<file path="src/rtl/ro_freq_meter_pkg.sv">
// Shared types and constants for the ring-oscillator frequency meter.
// Holds the FSM state encoding, the frame header byte and the frame length helper.
package ro_meter_pkg;

    typedef enum logic [2:0] {
        IDLE,
        ARM,
        COUNT,
        LATCH,
        SEND
    } state_t;

    localparam logic [7:0] FRAME_HDR = 8'hA5;

    // One header byte followed by every channel count split into bytes.
    function automatic int frame_len(input int n_ch, input int cnt_w);
        return 1 + n_ch * cnt_w / 8;
    endfunction

endpackage

</file>
<file path="src/rtl/ro_freq_meter_if.sv">
// Byte stream from the frequency meter to the UART transmitter.
// The meter drives data/valid; the consumer drives ready.
interface ro_freq_meter_if;

    logic [7:0] out_data;
    logic       out_valid;
    logic       out_ready;

    modport master (output out_data, output out_valid, input out_ready);
    modport slave  (input out_data, input out_valid, output out_ready);

endinterface

</file>
<file path="src/rtl/ro_edge_counter.sv">
// One measurement channel: synchronises an asynchronous RO input, detects
// rising edges and counts them in a saturating counter with a sticky overflow flag.
module ro_edge_counter #(
    parameter int CNT_W       = 16,
    parameter int SYNC_STAGES = 2
) (
    input  logic             clk,
    input  logic             reset,
    input  logic             ro,
    input  logic             clear,
    input  logic             enable,
    output logic [CNT_W-1:0] count,
    output logic             overflow
);

    logic [SYNC_STAGES-1:0] sync_q;
    logic                   prev_q;
    logic                   rise;

    assign rise = sync_q[SYNC_STAGES-1] && !prev_q;

    // prev_q is deliberately left alone by clear so a high input at window
    // start does not look like a fresh edge.
    always_ff @(posedge clk or posedge reset) begin
        if (reset) begin
            sync_q <= '0;
            prev_q <= 1'b0;
        end else begin
            sync_q <= {sync_q[SYNC_STAGES-2:0], ro};
            prev_q <= sync_q[SYNC_STAGES-1];
        end
    end

    always_ff @(posedge clk or posedge reset) begin
        if (reset) begin
            count    <= '0;
            overflow <= 1'b0;
        end else if (clear) begin
            count    <= '0;
            overflow <= 1'b0;
        end else if (enable && rise) begin
            if (count == '1) begin
                overflow <= 1'b1;
            end else begin
                count <= count + CNT_W'(1);
            end
        end
    end

endmodule

</file>
<file path="src/rtl/ro_freq_meter.sv">
// Multi-channel RO frequency meter: counts edges over a programmable window
// and streams header plus per-channel counts (MSB first) as a byte frame.
module ro_freq_meter
    import ro_meter_pkg::*;
#(
    parameter int N_CH        = 4,
    parameter int CNT_W       = 16,
    parameter int WIN_W       = 16,
    parameter int SYNC_STAGES = 2
) (
    input  logic              clk,
    input  logic              reset,
    input  logic              en,
    input  logic [N_CH-1:0]   ro_in,
    input  logic              start,
    input  logic              continuous,
    input  logic [WIN_W-1:0]  win_len,
    output logic              busy,
    output logic              done,
    output logic [N_CH-1:0]   overflow,
    ro_freq_meter_if.master   out_if
);

    localparam int FRAME_LEN = frame_len(N_CH, CNT_W);
    localparam int IDX_W     = (FRAME_LEN > 2) ? $clog2(FRAME_LEN) : 1;
    localparam logic [IDX_W-1:0] LAST_IDX = IDX_W'(FRAME_LEN - 1);

    state_t                 state, next_state;
    logic [WIN_W-1:0]       win_reg, win_cnt;
    logic [IDX_W-1:0]       byte_idx;
    logic [CNT_W-1:0]       cnt    [N_CH];
    logic [CNT_W-1:0]       result [N_CH];
    logic [N_CH-1:0]        cnt_ovf;
    logic [FRAME_LEN*8-1:0] frame_bits;
    logic [7:0]             next_byte;
    logic                   accept, last_accept;
    int                     next_pos;

    for (genvar g = 0; g < N_CH; g++) begin : g_ch
        ro_edge_counter #(
            .CNT_W       (CNT_W),
            .SYNC_STAGES (SYNC_STAGES)
        ) u_cnt (
            .clk      (clk),
            .reset    (reset),
            .ro       (ro_in[g]),
            .clear    (state == ARM),
            .enable   (state == COUNT),
            .count    (cnt[g]),
            .overflow (cnt_ovf[g])
        );
    end

    assign busy = (state != IDLE);

    always_ff @(posedge clk or posedge reset) begin
        if (reset) begin
            state <= IDLE;
        end else begin
            state <= next_state;
        end
    end

    always_comb begin
        next_state  = state;
        accept      = out_if.out_valid && out_if.out_ready;
        last_accept = (state == SEND) && accept && (byte_idx == LAST_IDX);
        if (!en) begin
            next_state = IDLE;
        end else begin
            case (state)
                IDLE:    if (start) next_state = ARM;
                ARM:     next_state = COUNT;
                COUNT:   if (win_cnt == win_reg) next_state = LATCH;
                LATCH:   next_state = SEND;
                SEND:    if (last_accept) next_state = continuous ? ARM : IDLE;
                default: next_state = IDLE;
            endcase
        end
    end

    // The whole frame as one flat vector, header in the top byte.
    always_comb begin
        frame_bits = '0;
        frame_bits[FRAME_LEN*8-1 -: 8] = FRAME_HDR;
        for (int c = 0; c < N_CH; c++) begin
            frame_bits[(N_CH-1-c)*CNT_W +: CNT_W] = result[c];
        end
        next_pos = FRAME_LEN - 2 - int'(byte_idx);
        if (next_pos < 0) begin
            next_pos = 0;
        end
        next_byte = frame_bits[next_pos*8 +: 8];
    end

    always_ff @(posedge clk or posedge reset) begin
        if (reset) begin
            win_reg          <= '0;
            win_cnt          <= '0;
            byte_idx         <= '0;
            overflow         <= '0;
            done             <= 1'b0;
            out_if.out_data  <= 8'h00;
            out_if.out_valid <= 1'b0;
            for (int c = 0; c < N_CH; c++) begin
                result[c] <= '0;
            end
        end else begin
            done <= en && last_accept;
            if (!en) begin
                out_if.out_valid <= 1'b0;
            end else begin
                case (state)
                    ARM: begin
                        win_reg <= (win_len == '0) ? WIN_W'(1) : win_len;
                        win_cnt <= WIN_W'(1);
                    end
                    COUNT: win_cnt <= win_cnt + WIN_W'(1);
                    LATCH: begin
                        for (int c = 0; c < N_CH; c++) begin
                            result[c] <= cnt[c];
                        end
                        overflow         <= cnt_ovf;
                        byte_idx         <= '0;
                        out_if.out_data  <= FRAME_HDR;
                        out_if.out_valid <= 1'b1;
                    end
                    SEND: begin
                        if (accept) begin
                            if (byte_idx == LAST_IDX) begin
                                out_if.out_valid <= 1'b0;
                            end else begin
                                byte_idx        <= byte_idx + IDX_W'(1);
                                out_if.out_data <= next_byte;
                            end
                        end
                    end
                    default: ;
                endcase
            end
        end
    end

endmodule

</file>
<file path="src/flat_wrapper.sv">
// flat-port wrapper written by rule: the top's interface ports become plain ports
module ro_freq_meter_flat import ro_meter_pkg::*;
#(
    parameter int N_CH        = 4,
    parameter int CNT_W       = 16,
    parameter int WIN_W       = 16,
    parameter int SYNC_STAGES = 2
)
  (clk, reset, en, ro_in, start, continuous, win_len, busy, done, overflow, out_if_out_data, out_if_out_valid, out_if_out_ready);
  ro_freq_meter_if out_if_i ();
  input  logic clk;
  input  logic reset;
  input  logic en;
  input  logic [N_CH-1:0] ro_in;
  input  logic start;
  input  logic continuous;
  input  logic [WIN_W-1:0] win_len;
  output logic busy;
  output logic done;
  output logic [N_CH-1:0] overflow;
  output wire logic [$bits(out_if_i.out_data)-1:0] out_if_out_data;
  output wire logic [$bits(out_if_i.out_valid)-1:0] out_if_out_valid;
  input wire logic [$bits(out_if_i.out_ready)-1:0] out_if_out_ready;
  assign out_if_out_data = out_if_i.out_data;
  assign out_if_out_valid = out_if_i.out_valid;
  assign out_if_i.out_ready = out_if_out_ready;
  ro_freq_meter #(.N_CH(N_CH), .CNT_W(CNT_W), .WIN_W(WIN_W), .SYNC_STAGES(SYNC_STAGES)) u_core (.clk(clk), .reset(reset), .en(en), .ro_in(ro_in), .start(start), .continuous(continuous), .win_len(win_len), .busy(busy), .done(done), .overflow(overflow), .out_if(out_if_i));
endmodule
</file>
<file path="config.mk">
export PLATFORM = sky130hd
export DESIGN_NAME = ro_freq_meter_flat
export DESIGN_NICKNAME = d
export VERILOG_FILES = /design/src/rtl/ro_freq_meter_pkg.sv /design/src/rtl/ro_freq_meter_if.sv /design/src/rtl/ro_edge_counter.sv /design/src/rtl/ro_freq_meter.sv /design/src/flat_wrapper.sv
export SDC_FILE = /design/constraint.sdc
export NUM_CORES = 1
export LEC_CHECK = 0
export ABC_AREA = 1
export CAP_MARGIN = 25
export CORE_ASPECT_RATIO = 0.6
export CORE_MARGIN = 2
export CORE_UTILIZATION = 45
export DETAILED_ROUTE_END_ITERATION = 8
export PLACE_DENSITY = 0.65
export SYNTH_ARGS = -nofsm -noshare
export SYNTH_HDL_FRONTEND = slang
export SYNTH_HIERARCHICAL = 1
export SYNTH_SLANG_ARGS = --single-unit
</file>
<file path="constraint.sdc">
create_clock -name clk -period 4.38 [get_ports clk]
set_clock_uncertainty 0.1 [all_clocks]
set_input_delay 0.876 -clock clk [delete_from_list [all_inputs] [get_ports clk]]
set_output_delay 0.876 -clock clk [all_outputs]
set_load 0.02 [all_outputs]
</file>
==> flow_metrics.env, run 1 <==
export IMPL_p_sw_share_pct=36.0
export IMPL_yosysSeqAreaShare_pct=45.6
export IMPL_finalNetCount=1402
export IMPL_combPwrFrac_pct=28.9
export IMPL_grt_pass1_wl_um=42900
export IMPL_yosysWarnings=6
export IMPL_cp_cell_sequence="inv_2 > nor2_2 > nand2_1 > inv_1 > buf_4 > inv_1 > o21ai_0 > nand2_1 > o21ai_0"
export IMPL_slowest_stage="nand2_1"
export IMPL_maxCapViolCount=0
export IMPL_grt_pass1_vias=7861
export IMPL_fin_crit_sh_pct=65.4
export IMPL_crit_arrival_ns=3.11
export IMPL_grt_start_max_net_pins=52
export IMPL_synthTopCellsByArea="dfrtp_1 46%, nand2_1 14%, mux2_4 6.9%, inv_1 5.0%, o21ai_0 4.6%"
export IMPL_end_kind="flop"
export IMPL_vdd_drop_max_mv=0.300
export IMPL_worstPathRequired_ns=4.62
export IMPL_fmax_ghz=0.349
export IMPL_area_delta_synth_final_pct=10.7
export IMPL_htree_num_levels=4
export IMPL_worst_pin_slew_ns=1.03
export IMPL_synth_distinct_cells=34
export IMPL_rr_worst_depth=9
export IMPL_p_seq_share_pct=43.4
export IMPL_avgSynthCellArea_um2=8.04
export IMPL_synth_edf_count=0
export IMPL_dpl_cell_area_mm2=0.0114
export IMPL_groute_usage_overall_pct=22.0
export IMPL_cpPeakStageDelay_ns=0.52
export IMPL_drcViolationCount=0
export IMPL_antenna_cells=0
export IMPL_grt_overflow_total=0
export IMPL_post_cts_buffers=0
export IMPL_antenna_found_initial=0
export IMPL_p_leak_nw=5.80
export IMPL_yosys_top_cells_count="405 x nand2_1, 197 x dfrtp_1, 143 x inv_1"
export IMPL_syn_area_mm2=0.0108
export IMPL_cts_sinks=197
export IMPL_power_density_mw_per_mm2=453
export IMPL_dieArea_mm2=0.0253
export IMPL_post_drt_via_cell_ratio=5.21
export IMPL_startpoint_type="flop"
export IMPL_synthFlopType="dfrtp_1"
export IMPL_gp_congestion=0.866
export IMPL_synth_ff_latch_count=197
export IMPL_numCtsBuffers=17
export IMPL_holdPathStages=0
export IMPL_holdWs_ns=0.248
export IMPL_path_clk_slew_ns=0.07
export IMPL_multi_input_area_mm2=0.00504
export IMPL_ctsHoldBuffers=0
export IMPL_finalCriticalPeriod_ns=2.86
export IMPL_clockBufferDepth=2
export IMPL_drive_gt1_share_pct=10.6
export IMPL_critical_path_class="flop to flop"
export IMPL_clkPwrFrac_pct=27.8
export IMPL_cts_tree="built"
export IMPL_drt_iter0_drc=849
export IMPL_crit_family="buffers and inverters"
export IMPL_dr_pass1_iters=5
export IMPL_drt_wl_total_um=25700
export IMPL_syn_inst=1345
export IMPL_io_buffers=40
export IMPL_relSlewSlack_pct=30.8
export IMPL_synth_nets=1378
export IMPL_antenna_left=0
export IMPL_path_depth=9
export IMPL_status="complete, no violations"
export IMPL_wl_per_cell_um=15.1
export IMPL_postLayoutCellArea_mm2=0.0120
export IMPL_power_total_w=0.00541
export IMPL_cp_num_buf_inv=4
export IMPL_die_x_um=204
export IMPL_num_rows=43
export IMPL_pin_count=41
export IMPL_seq_area_mm2=0.00493
export IMPL_cp_max_fo=29
export IMPL_clk_latency_ns=0.45
export IMPL_vias=8835
export IMPL_maxSlewViolCount=0
export IMPL_internal_power_w=0.00346
export IMPL_cts_resized=0
export IMPL_switchingPower_w=0.00195
export IMPL_cts_root_buf="clkbuf_16"
export IMPL_finalHoldViolCount=0
export IMPL_rsz0062_at_grt="no"
export IMPL_synth_most_common_cell="nand2_1"
export IMPL_hold_path_class="flop to flop"
export IMPL_async_flop_share_pct=100
export IMPL_die_y_um=124
export IMPL_yosys_area_top_type="dfrtp_1"
export IMPL_tns_ns=0
export IMPL_start_util_pct=46.3
export IMPL_dp_hpwl_um=18600
export IMPL_setup_viol=0
export IMPL_synth_top_cell_area_share_pct=45.6
export IMPL_n_fill_cell=2205
export IMPL_core_mm2=0.0233
==> logic make-up (layout without fill, tap and decap cells) <==
kind of cell               Yosys count  in the layout  synth area share [%]
DFF                                197            197                  45.6
and+or+nand+nor                    720            720                  28.8
xor gates and xnor gates            17             17                  1.38
AOI/OAI and AO/OA                  149            149                  7.13
buffers and inverters              191            226                  7.81
adders and majority gates            7              7                 0.810
muxes                               64             64                  8.40
==> metrics by stage <==
step	setup WS, ns	cells	utilization [%]
after floorplan	0.303	1345	-
after global placement	1.31	1665	48.9
after detailed placement	1.25	1665	48.9
after CTS	1.50	1695	51.2
after global routing	1.12	1695	51.2
final	1.52	1695	51.2
==> power by group through the flow <==
| stage | Sequential [W] | Clock (W) | Combinational [W] |
|---|---|---|---|
| 5_1_grt | 0.00239 | 0.00162 | 0.00179 |
| 6_report | 0.00235 | 0.00150 | 0.00156 |
| 3_3_place_gp | 0.00237 | 0 | 0.00152 |
| 3_5_place_dp | 0.00237 | 0 | 0.00156 |
| 4_1_cts | 0.00234 | 0.00154 | 0.00156 |
| 2_1_floorplan | 0.00231 | 0 | 0.00119 |
==> metal layers <==
| layer | wire length (um) | GRT usage, % | up-vias |
|---|---|---|---|
| li1 | - | - | 4398 |
| met2 | 9380 | 27.5 | 260 |
| met3 | 2080 | 6.17 | 20 |
| met5 | 0 | 0 | - |
| met1 | 14000 | 36.0 | 4157 |
| met4 | 246 | 4.89 | 0 |
==> layout make-up <==
cell class              instances  area share, %
clock inverters                 8          0.649
clock buffers                  22           3.96
well taps                     315           3.30
repair buffers                 48           4.06
inverters                     148           4.67
flip-flops and latches        197           41.2
multi-input cells             957           42.1
==> cell usage in the layout, fill, tap and decap left out, types with 7 or more instances in the layout <==
master           instances
a21oi_1                 27
clkbuf_16               17
clkdlybuf4s50_1         40
dfrtp_1                197
ha_1                     7
inv_1                  142
mux2_2                  14
mux2_4                  50
nand2_1                404
nand2_2                 12
nand3_1                 98
nand4_1                 36
nor2_1                 125
nor2_2                   7
nor2_4                  11
nor3_1                  13
o21ai_0                100
o21ai_1                 11
xor2_1                  17
==> final timing paths <==
| check | from | endpoint | slack [ns] |
|---|---|---|---|
| worst min-delay path | u_core/g_ch[3].u_cnt/sync_q[0]$_DFF_PP0_ | u_core/g_ch[3].u_cnt/sync_q[1]$_DFF_PP0_ | 0.25 |
| max in group asynchronous | reset | u_core/overflow[2]$_DFFE_PP0P_ | 2.41 |
| min in group asynchronous | reset | u_core/out_if.out_data[1]$_DFFE_PP0P_ | 0.90 |
| worst max register to register | u_core/state[0]$_DFFE_PP0P_ | u_core/g_ch[1].u_cnt/count[0]$_DFFE_PP0P_ | 1.52 |
| worst max-delay path | u_core/state[0]$_DFFE_PP0P_ | u_core/g_ch[1].u_cnt/count[0]$_DFFE_PP0P_ | 1.52 |
| worst min register to register | u_core/g_ch[3].u_cnt/sync_q[0]$_DFF_PP0_ | u_core/g_ch[3].u_cnt/sync_q[1]$_DFF_PP0_ | 0.25 |
No activity file was read; power rests on OpenSTA's default activity.
==> run 2, diff against run 1 <==
PLACE_DENSITY = 0.67   (was 0.65)
clock period = 2.6 ns   (was 4.38 ns; I/O delays follow)
==> flow_metrics.env, run 2 (same netlist as run 1, synthesis figures left out) <==
export IMPL_place_inst=1690
export IMPL_p_leak_nw=5.99
export IMPL_layout_commonest_cell="nand2_1"
export IMPL_cts_root_buf="clkbuf_16"
export IMPL_path_clk_slew_ns=0.07
export IMPL_antenna_found_initial=0
export IMPL_finalNetCount=1427
export IMPL_met1_length_um=14800
export IMPL_finalCriticalPeriod_ns=2.34
export IMPL_r2r_end="u_core/g_ch[1].u_cnt/count[13]$_DFFE_PP0P_"
export IMPL_worstPathRequired_ns=1.98
export IMPL_crit_arrival_ns=1.72
export IMPL_startpoint="u_core/state[0]$_DFFE_PP0P_"
export IMPL_rrSetupSlack_ns=0.40
export IMPL_numCtsBuffers=17
export IMPL_grt_pass1_wl_um=43700
export IMPL_fin_crit_sh_pct=90.0
export IMPL_r2r_start="u_core/state[2]$_DFFE_PP0P_"
export IMPL_drt_wl_total_um=26800
export IMPL_status="complete, no violations"
export IMPL_num_rows=43
export IMPL_maxCapViolCount=0
export IMPL_area_delta_synth_final_pct=13.7
export IMPL_drcViolationCount=0
export IMPL_met3WireLength_um=1970
export IMPL_groute_usage_overall_pct=22.4
export IMPL_end_kind="output port"
export IMPL_maxSlewViolCount=0
export IMPL_cp_max_fo=5
export IMPL_vdd_drop_max_mv=0.621
export IMPL_holdPathStages=0
export IMPL_finalHoldViolCount=0
export IMPL_postLayoutCellArea_mm2=0.0123
export IMPL_rr_worst_depth=8
export IMPL_power_density_mw_per_mm2=778
export IMPL_dp_hpwl_um=19700
export IMPL_antenna_left=0
export IMPL_stdcell_count=1722
export IMPL_cts_sinks=197
export IMPL_post_drt_via_cell_ratio=5.22
export IMPL_clockBufferDepth=2
export IMPL_post_cts_buffers=0
export IMPL_worst_pin_slew_ns=0.736
export IMPL_io_buffers=40
export IMPL_highest_layer="met4"
export IMPL_cts_tree="built"
export IMPL_grt_start_max_net_pins=36
export IMPL_min_from="u_core/g_ch[2].u_cnt/sync_q[0]$_DFF_PP0_"
export IMPL_dpl_cell_area_mm2=0.0117
export IMPL_die_x_um=204
export IMPL_pin_count=41
export IMPL_whs_endpoint="u_core/g_ch[2].u_cnt/sync_q[1]$_DFF_PP0_"
export IMPL_grt_pass1_vias=7907
export IMPL_start_util_pct=46.3
export IMPL_drive_gt1_share_pct=12.4
export IMPL_fmax_ghz=0.427
export IMPL_final_cell_mix="404 x nand2_1, 197 x dfrtp_1, 142 x inv_1, 125 x nor2_1, 100 x o21ai_0"
export IMPL_die_y_um=124
export IMPL_core_mm2=0.0233
export IMPL_ctsHoldBuffers=0
export IMPL_setup_viol=0
export IMPL_relSlewSlack_pct=50.9
export IMPL_hold_path_class="flop to flop"
export IMPL_clk_latency_ns=0.45
export IMPL_antenna_cells=0
export IMPL_gp_congestion=0.946
export IMPL_grt_overflow_total=0
export IMPL_dr_pass1_iters=7
export IMPL_wl_met2_um=9920
export IMPL_htree_num_levels=4
export IMPL_drt_iter0_drc=1091
export IMPL_critical_path_class="flop to output port"
export IMPL_vias=8997
export IMPL_cts_resized=0
export IMPL_tns_ns=0
export IMPL_startpoint_type="flop"
export IMPL_rsz0062_at_grt="no"
export IMPL_dieArea_mm2=0.0253
export IMPL_wl_per_cell_um=15.6
-- run 2: changes by cell type in the layout (fill, tap and decap cells not counted), sizes merged --
cell,delta
clkinv,+3
bufinv,+1
buf,+25
inv,+2
clkinvlp,-4
-- run 2: worst max path at each step --
stage               slack, ns  depth (start not counted)                                         end
global route             0.18                          9  u_core/g_ch[1].u_cnt/count[13]$_DFFE_PP0P_
CTS                      0.24                          3                                        busy
finish                   0.26                          3                                        busy
global placement         0.28                          7              u_core/win_cnt[10]$_DFFE_PP0P_
detailed placement       0.25                          7              u_core/win_cnt[10]$_DFFE_PP0P_
floorplan                0.55                          1              u_core/byte_idx[0]$_DFFE_PP0P_
-- run 2: per-stage QoR --
stage / total power [W] / util (%) / hold WS, ns / setup WS [ns]
floorplan: 0.00589 / - / 0.231 / 0.553
global placement: 0.00676 / 50.0 / 0.232 / 0.281
detailed placement: 0.00683 / 50.0 / 0.235 / 0.247
CTS: 0.00958 / 52.6 / 0.245 / 0.241
global route: 0.0102 / 52.6 / 0.253 / 0.177
finish: 0.00956 / 52.6 / 0.243 / 0.260
-- run 2: area by class of cell --
class                           instances  area (um^2)
Fill cell                            2135        11100
Inverter                              148          559
Tap cell                              315          394
Timing Repair Buffer                   73          761
Clock buffer                           22          484
Clock inverter                         10          119
Multi-Input combinational cell        957         5040
Sequential cell                       197         4930
-- run 2: power breakdown --
group / internal [W] / total [W] / switching [W] / leakage [nW]
registers: 0.00351 / 0.00397 / 0.000455 / 2.65
logic: 0.00108 / 0.00287 / 0.00179 / 3.04
clock network: 0.00153 / 0.00272 / 0.00120 / 0.301
-- run 2: routing by layer --
metal / up-vias / global-route usage [%]
met5: - / 0
met3: 18 / 5.08
met4: 0 / 4.62
met2: 293 / 28.4
li1: 4425 / -
met1: 4261 / 37.1
-- run 2: worst max-delay path, stage by stage (launching register included) --
cell	delay [ns]
dfrtp_1	0.42
inv_2	0.10
nand3_1	0.13
clkdlybuf4s50_1	0.62
